$ cat src/rtl/gcd_stein.sv
`default_nettype none
// ============================================================================
// Module      : gcd_stein
// Description : Binary (Stein) greatest-common-divisor engine with WIDTH-bit
//               operands, valid/ready request and result channels, and a
//               saturating count of the compute cycles spent on each job.
// Ports       : clk       - rising-edge clock
//               reset_n   - asynchronous, active-low reset
//               in_valid  - operand pair present
//               in_ready  - engine idle and able to accept a pair
//               a_in      - operand A (WIDTH bits)
//               b_in      - operand B (WIDTH bits)
//               out_valid - result present (held until out_ready)
//               out_ready - consumer takes the result
//               dout      - gcd(A, B) (WIDTH bits)
//               iters     - compute cycles for this job, saturating (CNT_W)
// Revision    : 1.0 - initial release
// ============================================================================
module gcd_stein #(
    parameter int WIDTH = 16,
    parameter int CNT_W = 8
) (
    input  logic             clk,
    input  logic             reset_n,
    input  logic             in_valid,
    output logic             in_ready,
    input  logic [WIDTH-1:0] a_in,
    input  logic [WIDTH-1:0] b_in,
    output logic             out_valid,
    input  logic             out_ready,
    output logic [WIDTH-1:0] dout,
    output logic [CNT_W-1:0] iters
);

    // K counts common factors of two; it can reach WIDTH-1 at most.
    localparam int              K_W       = $clog2(WIDTH) + 1;
    localparam logic [K_W-1:0]   C_K_ONE   = K_W'(1);
    localparam logic [CNT_W-1:0] C_CNT_ONE = CNT_W'(1);
    localparam logic [CNT_W-1:0] C_CNT_MAX = {CNT_W{1'b1}};
    localparam logic [WIDTH-1:0] C_ZERO    = '0;

    typedef enum logic [1:0] {
        S_IDLE   = 2'd0,
        S_COMMON = 2'd1,
        S_REDUCE = 2'd2,
        S_DONE   = 2'd3
    } state_t;

    state_t           r_state;
    state_t           w_state_nxt;
    logic [WIDTH-1:0] r_a;
    logic [WIDTH-1:0] r_b;
    logic [K_W-1:0]   r_k;
    logic [CNT_W-1:0] r_cnt;
    logic [WIDTH-1:0] r_dout;
    logic [CNT_W-1:0] r_iters;

    logic             w_a_even;
    logic             w_b_even;
    logic             w_eq;
    logic             w_a_gt;
    logic             w_zero_op;
    logic [WIDTH-1:0] w_diff_ab;
    logic [WIDTH-1:0] w_diff_ba;
    logic [CNT_W-1:0] w_cnt_inc;

    assign w_a_even  = ~r_a[0];
    assign w_b_even  = ~r_b[0];
    assign w_eq      = (r_a == r_b);
    assign w_a_gt    = (r_a > r_b);
    assign w_zero_op = (a_in == C_ZERO) || (b_in == C_ZERO);
    // Only one of these is used per cycle; the rule order picks the one
    // that cannot underflow.
    assign w_diff_ab = r_a - r_b;
    assign w_diff_ba = r_b - r_a;
    // Saturating increment: the count sticks at all-ones.
    assign w_cnt_inc = (r_cnt == C_CNT_MAX) ? r_cnt : (r_cnt + C_CNT_ONE);

    assign in_ready  = (r_state == S_IDLE);
    assign out_valid = (r_state == S_DONE);
    assign dout      = r_dout;
    assign iters     = r_iters;

    // ------------------------------------------------------------------
    // State register
    // ------------------------------------------------------------------
    always_ff @(posedge clk or negedge reset_n) begin
        if (!reset_n) begin
            r_state <= S_IDLE;
        end else begin
            r_state <= w_state_nxt;
        end
    end

    // ------------------------------------------------------------------
    // Next-state logic
    // ------------------------------------------------------------------
    always_comb begin
        w_state_nxt = r_state;
        case (r_state)
            S_IDLE: begin
                if (in_valid) begin
                    w_state_nxt = w_zero_op ? S_DONE : S_COMMON;
                end
            end
            S_COMMON: begin
                if (!(w_a_even && w_b_even)) begin
                    w_state_nxt = S_REDUCE;
                end
            end
            S_REDUCE: begin
                if (w_eq) begin
                    w_state_nxt = S_DONE;
                end
            end
            S_DONE: begin
                if (out_ready) begin
                    w_state_nxt = S_IDLE;
                end
            end
            default: w_state_nxt = S_IDLE;
        endcase
    end

    // ------------------------------------------------------------------
    // Datapath: operand reduction, shift count, cycle count and result
    // ------------------------------------------------------------------
    always_ff @(posedge clk or negedge reset_n) begin
        if (!reset_n) begin
            r_a     <= '0;
            r_b     <= '0;
            r_k     <= '0;
            r_cnt   <= '0;
            r_dout  <= '0;
            r_iters <= '0;
        end else begin
            case (r_state)
                S_IDLE: begin
                    if (in_valid) begin
                        r_a   <= a_in;
                        r_b   <= b_in;
                        r_k   <= '0;
                        r_cnt <= '0;
                        // gcd(x,0) = x and gcd(0,0) = 0 fall out of the OR.
                        if (w_zero_op) begin
                            r_dout  <= a_in | b_in;
                            r_iters <= '0;
                        end
                    end
                end
                S_COMMON: begin
                    r_cnt <= w_cnt_inc;
                    if (w_a_even && w_b_even) begin
                        r_a <= r_a >> 1;
                        r_b <= r_b >> 1;
                        r_k <= r_k + C_K_ONE;
                    end
                end
                S_REDUCE: begin
                    r_cnt <= w_cnt_inc;
                    if (w_eq) begin
                        // The restored result never exceeds the larger
                        // operand, so the shift cannot lose bits.
                        r_dout  <= r_a << r_k;
                        r_iters <= w_cnt_inc;
                    end else if (w_a_even) begin
                        r_a <= r_a >> 1;
                    end else if (w_b_even) begin
                        r_b <= r_b >> 1;
                    end else if (w_a_gt) begin
                        // Difference of two odd numbers is even: halve it.
                        r_a <= w_diff_ab >> 1;
                    end else begin
                        r_b <= w_diff_ba >> 1;
                    end
                end
                default: begin
                    // DONE: result registers hold until the handshake.
                end
            endcase
        end
    end

endmodule
`default_nettype wire
$ cat config.mk
export PLATFORM = sky130hd
export DESIGN_NAME = gcd_stein
export DESIGN_NICKNAME = d
export VERILOG_FILES = /design/src/rtl/gcd_stein.sv
export SDC_FILE = /design/constraint.sdc
export NUM_CORES = 1
export LEC_CHECK = 0
export ABC_AREA = 0
export BUFFER_PORTS_ARGS = -buffer_cell sky130_fd_sc_hd__buf_2
export CELL_PAD_IN_SITES_DETAIL_PLACEMENT = 1
export CELL_PAD_IN_SITES_GLOBAL_PLACEMENT = 2
export CORE_AREA = 2 2 105 183
export CTS_BUF_LIST = sky130_fd_sc_hd__clkbuf_4 sky130_fd_sc_hd__clkbuf_8 sky130_fd_sc_hd__clkbuf_16
export DETAILED_ROUTE_END_ITERATION = 10
export DIE_AREA = 0 0 107 185
export GPL_ROUTABILITY_DRIVEN = 0
export PLACE_DENSITY_LB_ADDON = 0.1
export SLEW_MARGIN = 20
export SYNTH_ARGS = -nofsm -noshare
export SYNTH_HDL_FRONTEND = slang
export SYNTH_SLANG_ARGS = --single-unit
$ cat constraint.sdc
create_clock -name clk -period 2.8 [get_ports clk]
set_input_delay 0.14 -clock clk [delete_from_list [all_inputs] [get_ports clk]]
set_output_delay 0.14 -clock clk [all_outputs]
set_load 0.02 [all_outputs]
Word level (Yosys, flattened, before mapping)
Index checks and enable logic that the tools add are counted.

Register bits: 71. Input bits: 36. Output and inout port bits: 26. Word-level logic and storage cells: 86.

$add $sub $neg: 4. Magnitude comparators: 1. Equality and inequality tests: 16. Shifts and indexed selects: 1. Muxes and demuxes: 34. Bitwise operators: 3. Reductions and logical operators: 18.

Operators by type and width (number): two-way mux 16 bit (15); one-hot mux 16 bit (3 select lines) (2); two-way mux 8 bit (5); zero test 16 bit (2); one-hot mux 16 bit (2 select lines) (1); one-hot mux 8 bit (2 select lines) (2); subtractor 16 bit (2); equality test 16 bit (1); greater-than comparator 16 bit (1); bitwise OR 16 bit (1); left shift 16 x 5 -> 16 bit (1); inequality test 2 bit (second input constant) (6); AND reduction 4 bit (3); AND reduction 6 bit (2); two-way mux 2 bit (5); two-way mux 5 bit (2); one-hot mux 5 bit (2 select lines) (1); inequality test 3 bit (second input constant) (3); adder 8 x 1 -> 8 bit (second input constant) (1); equality test 8 bit (second input constant) (1); one-hot mux 2 bit (4 select lines) (1); nonzero test 2 bit (3); adder 5 x 1 -> 5 bit (second input constant) (1); AND reduction 5 bit (1); 11 further kinds (14).

Depth between registers and ports, before layout
Gate-level depths: netlist of run 1.

Depth in word-level cells: 6. Gate-level depth with buffers: 12. Depth with buffers taken out: 10.

Least setup slack after synthesis of run 1
OpenSTA, ideal clock, no wires.

Path type: register to register. From: register r_a[0]. To: register r_b[7]. Library setup time: 0.127 ns. Data arrival time: 2.424 ns. Required time: 2.673 ns. Path slack: 0.250 ns. Stages on the path, launching flop included: 12. Path buffers: 1. Clock period less this slack: 2.550 ns. Cells stage by stage: dfrtp_1 > inv_1 > ha_1 > fa_1 > nor2b_4 > o31a_1 > o21a_1 > o21a_2 > nor2_4 > buf_6 > a221oi_1 > o31ai_1.

Word-level cells in the longest chain between the ends: 6. Elaborated cells between the ends (all ways): 15. Classes of those cells: add/sub: 1; order compare: 1; eq/ne: 5; mux: 5; bitwise: 1; reduce/logical: 2.

RTL lines: start, declared (RTL line 51) `logic [WIDTH-1:0] r_a;`; start signal, assigned (RTL line 140) `r_a <= a_in;`; start signal, assigned (RTL line 154) `r_a <= r_a >> 1;`; start signal, assigned (RTL line 167) `r_a <= r_a >> 1;`; subtractor 16 bit (RTL line 75) `assign w_diff_ba = r_b - r_a;`; two-way mux 16 bit (RTL line 170) `end else if (w_a_gt) begin`; two-way mux 16 bit (RTL line 168) `end else if (w_b_even) begin`; two-way mux 16 bit (RTL line 166) `end else if (w_a_even) begin`; two-way mux 16 bit (RTL line 161) `if (w_eq) begin`; one-hot mux 16 bit (3 select lines) (RTL line 137) `case (r_state)`; end signal, assigned (RTL line 141) `r_b <= b_in;`; end signal, assigned (RTL line 169) `r_b <= r_b >> 1;`; end signal, assigned (RTL line 174) `r_b <= w_diff_ba >> 1;`; end, declared (RTL line 52) `logic [WIDTH-1:0] r_b;`.

Parallel ways exist; a longest one is shown, timed or not. The select of a mux whose other input is x is not followed. A chain may end at the register's enable or synchronous reset.

Worst setup path in the final report of run 1
From: register r_a[0]. To: register r_b[14].

Same word-level chain as after synthesis.

==> impl_metrics.toml, run 1 <==
[outcome]
status = "finished clean"

[timing]
slew_viol_final = 0
min_period_ns = 2.72
finalClockSkew_ns = 0.0114
slew_headroom = 0.490
setup_viol = 0
hold_viol = 0
fmax_ghz = 0.368
fin_setup_tns_ns = 0
worst_pin_slew_ns = 0.765
min_period_over_period = 0.971

[global_route]
grt_max_degree = 72
track_usage = 0.278
grt_overflow = 0
antenna_found_initial = 0
grt_pass1_vias = 7269
grt_pass1_wl_microns = 41500

[clock_tree]
cts_buffer_depth = 2
insertion_delay_ns = 0.35
clk_pin_slew_worst_paths_ns = 0.07
cts_tree = "done"
cts-buffers-inserted = 9
cts_root_buf = "clkbuf_16"
cts.sinks = 71
htreeDepth = 3

[placed_design]
dp_hpwl_microns = 21400
portBuffers = 61

[synthesis]
synth.most_common_cell = "nand2_1"
ys_seq_elements = 71
yosysWarningCount = 0
syn-cell-area_sq_um = 6460
synth_fp_nets = 890
synthDistinctLibCells = 73
synth_seq_area_share = 0.275
synth_top_area_share = 0.275
synth_common_cells = "111 x nand2_1, 79 x nor2_1, 71 x dfrtp_1"
yosysTopAreaCell = "dfrtp_1"
yosys-top-cells-area = "dfrtp_1 27%, ha_1 7.5%, nand2_1 6.4%, o21ai_0 4.9%, nor2_1 4.6%"
syn_inst = 813
async_flop_share = 1.00
avgSynthCellArea_sq_um = 7.95
synth_edf_count = 0
ys.flop_type = "dfrtp_1"

[drt]
vias = 6733
drt-total-wl_microns = 26900
drtAntennaViolNets = 0
drt_pre_antenna_iters = 5
drt-vias-per-instance = 5.82
wire_per_inst_microns = 23.2
drtIter0Drc = 334
drc = 0

[setup_path]
crit_type = "register to register"
path_cells = "inv_1 > buf_4 > ha_1 > nand4b_1 > or4_4 > a31oi_4 > nand2b_4 > buf_6 > a211oi_2 > a221oi_2"
crit_slowest_cell = "or4_4"
cp_max_fo = 8
arrival_ns = 2.98
max_stage_delay_ns = 0.55
required_ns = 3.06
start_kind = "register"
critPathCaptureType = "register"

[finish]
finalNetCount = 991
n_antenna_cell = 0
drive_gt1_frac = 0.237
area_growth_syn_to_layout_pct = 20.9
fillCellCount = 2274

[floorplanning]
die_h_microns = 185
core.rowCount = 66
ioPinCount = 62
die-area_sq_um = 19800
die_w_microns = 107
core_sq_um = 18400
start_util = 0.351

[worst_hold_path]
hold_path.class = "input pin to register"

[run]
drv_cap = 0
-- cell families after synthesis --
logic type,after synthesis,share of synthesized area
AOI/OAI and AO/OA,270,0.287
and+or+nand+nor,279,0.200
xor gates and xnor gates,23,0.0312
adders and majority gates,41,0.0817
muxes,30,0.0515
buffers and inverters,99,0.0737
DFF,71,0.275
-- final cells by class --
type,count,area [sq um],share of cell area
Timing Repair Buffer,144,978,0.125
Clock inverter,6,67.6,0.00864
Tap cell,238,298,0.0381
Inverter,45,169,0.0216
Clock buffer,10,239,0.0306
Multi-Input combinational cell,643,4290,0.549
Sequential cell,71,1780,0.227
-- flip-flops by register name, indices dropped and copies added (netlist names) --
| signal | flops |
|---|---|
| dout | 16 |
| iters | 8 |
| r_a | 16 |
| r_b | 16 |
| r_cnt | 8 |
| r_k | 5 |
| r_state | 2 |
-- per-layer routing --
layer	vias to the layer above	part of all wire	routed length [microns]	GRT usage
met5	-	0	0	0
met4	0	0.056	1500	0.155
met3	72	0.025	666	0.0239
met2	161	0.55	14700	0.529
met1	3353	0.37	9990	0.296
li1	3147	-	-	-
-- stage by stage --
stage | setup WS (ns) | hold WS [ns] | instances | util | cell area, sq um
after floorplan | 0.250 | -0.156 | 813 | - | 6460
after global placement | -0.0439 | 0.377 | 1137 | 0.401 | 7390
after detailed placement | -0.0677 | 0.388 | 1137 | 0.401 | 7390
after CTS | 0.0000668 | 0.0174 | 1153 | 0.419 | 7710
after global routing | -0.0148 | 0.118 | 1157 | 0.425 | 7820
final | 0.0818 | 0.112 | 1157 | 0.425 | 7820
-- final timing paths --
path	depth (start not counted)	start	slack, ns	to
hold / removal	3	a_in[15]	0.11	r_a[15]
min in group asynchronous	2	reset_n	0.35	r_k[1]
max in group asynchronous	2	reset_n	1.87	r_a[7]
setup / recovery	10	r_a[0]	0.08	r_b[14]
hold reg to reg	2	iters[1]	0.48	iters[1]
setup reg to reg	10	r_a[0]	0.08	r_b[14]
-- cells in the final DEF, fill, tap and decap left out, drive strengths merged, types with 11 or more instances in the layout --
| cell type | count |
|---|---|
| nand2 | 111 |
| a31oi | 11 |
| nor2 | 81 |
| nor4 | 12 |
| o31ai | 17 |
| dfrtp | 71 |
| o21ai | 78 |
| inv | 46 |
| a21oi | 55 |
| a211oi | 11 |
| nor3 | 13 |
| buf | 143 |
| xnor2 | 16 |
| mux2i | 22 |
| ha | 39 |
| a221oi | 22 |
-- worst max-delay path, delay by kind of cell (launching register included) --
kind / cells / cell delay (ns)
flops: 1 / 0.40
fa+ha+maj: 1 / 0.31
buf+inv: 3 / 0.38
simple gates: 3 / 0.99
compound gates: 3 / 0.54
-- repair_timing --
item	in CTS	in global routing
endpoints found under the hold margin	0	71
gates resized for setup	3	19
hold buffers	0	1
buffers inserted	0	3
pin swaps	0	5
endpoints found under the setup margin	3	31
Power of run 1 is left out: the tool's default activity adds up to more than one toggle a clock period on the data nets, which glitch-free logic cannot reach.
==> inputs of run 2 (changes only) <==
PLACE_DENSITY_LB_ADDON = 0.05   (was 0.1)
==> run 2 against run 1 <==
- non-clock buffer count down 2
- flip-flop and latch count unchanged
- hold slack worse by 0.013 ns
- highest routed layer unchanged
- critical path type unchanged
- largest cell class unchanged
==> impl_metrics.toml, run 2 (synthesized netlist as in run 1, its figures left out) <==
[clock_tree]
cts-buffers-inserted = 9
cts_root_buf = "clkbuf_16"
insertion_delay_ns = 0.36
cts_buffer_depth = 2
cts_tree = "done"
cts.sinks = 71
clk_pin_slew_worst_paths_ns = 0.06
htreeDepth = 3

[drt]
drtAntennaViolNets = 0
drt-vias-per-instance = 5.76
wl_met1_microns = 10400
drt-total-wl_microns = 26800
wire_per_inst_microns = 23.2
drc = 0
vias = 6650
dr.max_layer_used = "met4"
wl_met3_microns = 782
drtIter0Drc = 383
drt_pre_antenna_iters = 4
wl_met2_microns = 14300

[finish]
finish.utilization = 0.426
fillCellCount = 2258
postLayoutCellArea_sq_um = 7840
final_common_cell = "nand2_1"
area_growth_syn_to_layout_pct = 21.3
final_cell_mix = "111 x nand2_1, 79 x nor2_1, 74 x buf_4"
finalNetCount = 989
multiInputGateArea_sq_um = 4270
n_antenna_cell = 0
drive_gt1_frac = 0.232
seq_area_sq_um = 1780

[placed_design]
dp_hpwl_microns = 21500
place_ws_ns = 0.0381
portBuffers = 61
place_area_sq_um = 7420

[run]
drv_cap = 0

[floorplanning]
die_w_microns = 107
core_sq_um = 18400
die_h_microns = 185
start_util = 0.351
die-area_sq_um = 19800
ioPinCount = 62
core.rowCount = 66

[setup_path]
arrival_ns = 2.94
cp_num_buf_inv = 0
max_stage_delay_ns = 0.61
cp_max_fo = 7
crit_slowest_cell = "or4_4"
cp_top_family = "simple AND/OR/NAND/NOR gates"
required_ns = 3.08
crit_type = "register to register"
critPathCaptureType = "register"
path_cells = "ha_1 > nand4_2 > or4_4 > a31oi_4 > nand2b_4 > mux2_2 > a31oi_1"
start_kind = "register"

[timing]
rsz0062_at_grt = "false"
slew_headroom = 0.500
slew_viol_final = 0
fin_setup_tns_ns = 0
finalClockSkew_ns = 0.0101
setup_ws_ns = 0.139
worst_pin_slew_ns = 0.749
hold_viol = 0
min_period_over_period = 0.950
fmax_ghz = 0.376
min_period_ns = 2.66
setup_viol = 0

[global_route]
antenna_found_initial = 0
track_usage = 0.277
grt_overflow = 0
grt_pass1_wl_microns = 41100
grt_max_degree = 72
grt_pass1_vias = 7136

[outcome]
status = "finished clean"

[worst_hold_path]
hold_path.class = "input pin to register"
run 2: changes by cell type in the layout (fill, tap and decap cells not counted), moves of 3 or more:
cell	change
buf_12	+3
ha_2	+3
ha_1	-3
buf_4	-4
run 2: cell type report:
| class | instances | share of cell area |
|---|---|---|
| multi-input combinational | 643 | 0.545 |
| sequential | 71 | 0.227 |
| timing repair buffer | 142 | 0.127 |
| tap | 238 | 0.0380 |
| clock buffer | 9 | 0.0287 |
| inverter | 45 | 0.0215 |
| clock inverter | 7 | 0.0125 |
run 2: routing by layer:
layer,track usage,up-vias
li1,-,3136
met1,0.302,3303
met2,0.522,149
met3,0.0296,62
met4,0.133,0
met5,0,-
run 2: worst min-delay path, stage by stage:
cell	delay, ns
buf_2	0.13
nand2_1	0.06
o21ai_0	0.07
run 2: metrics by stage:
stage	hold WS, ns	std cells
3_5_place_dp	0.379	1136
4_1_cts	0.00716	1152
6_report	0.0994	1155
3_3_place_gp	0.360	1136
5_1_grt	0.116	1155
2_1_floorplan	-0.156	813
run 2: what timing repair did:
item	CTS	global route
setup endpoints to repair	1	21
hold endpoints to repair	0	71
resized for setup	1	19
hold buffers	0	1
pin swaps	0	5
buffers inserted	0	2
run 2: path summary, 6_finish.rpt:
| check | depth (start not counted) | endpoint | slack, ns | startpoint |
|---|---|---|---|---|
| max in group asynchronous | 2 | dout[6] | 1.90 | reset_n |
| hold reg to reg | 2 | iters[1] | 0.47 | iters[1] |
| min in group asynchronous | 2 | r_b[3] | 0.39 | reset_n |
| hold / removal | 3 | r_a[15] | 0.1 | a_in[15] |
| setup reg to reg | 7 | r_b[10] | 0.14 | r_b[8] |
| setup / recovery | 7 | r_b[10] | 0.14 | r_b[8] |
Power of run 2 is left out for the same reason.
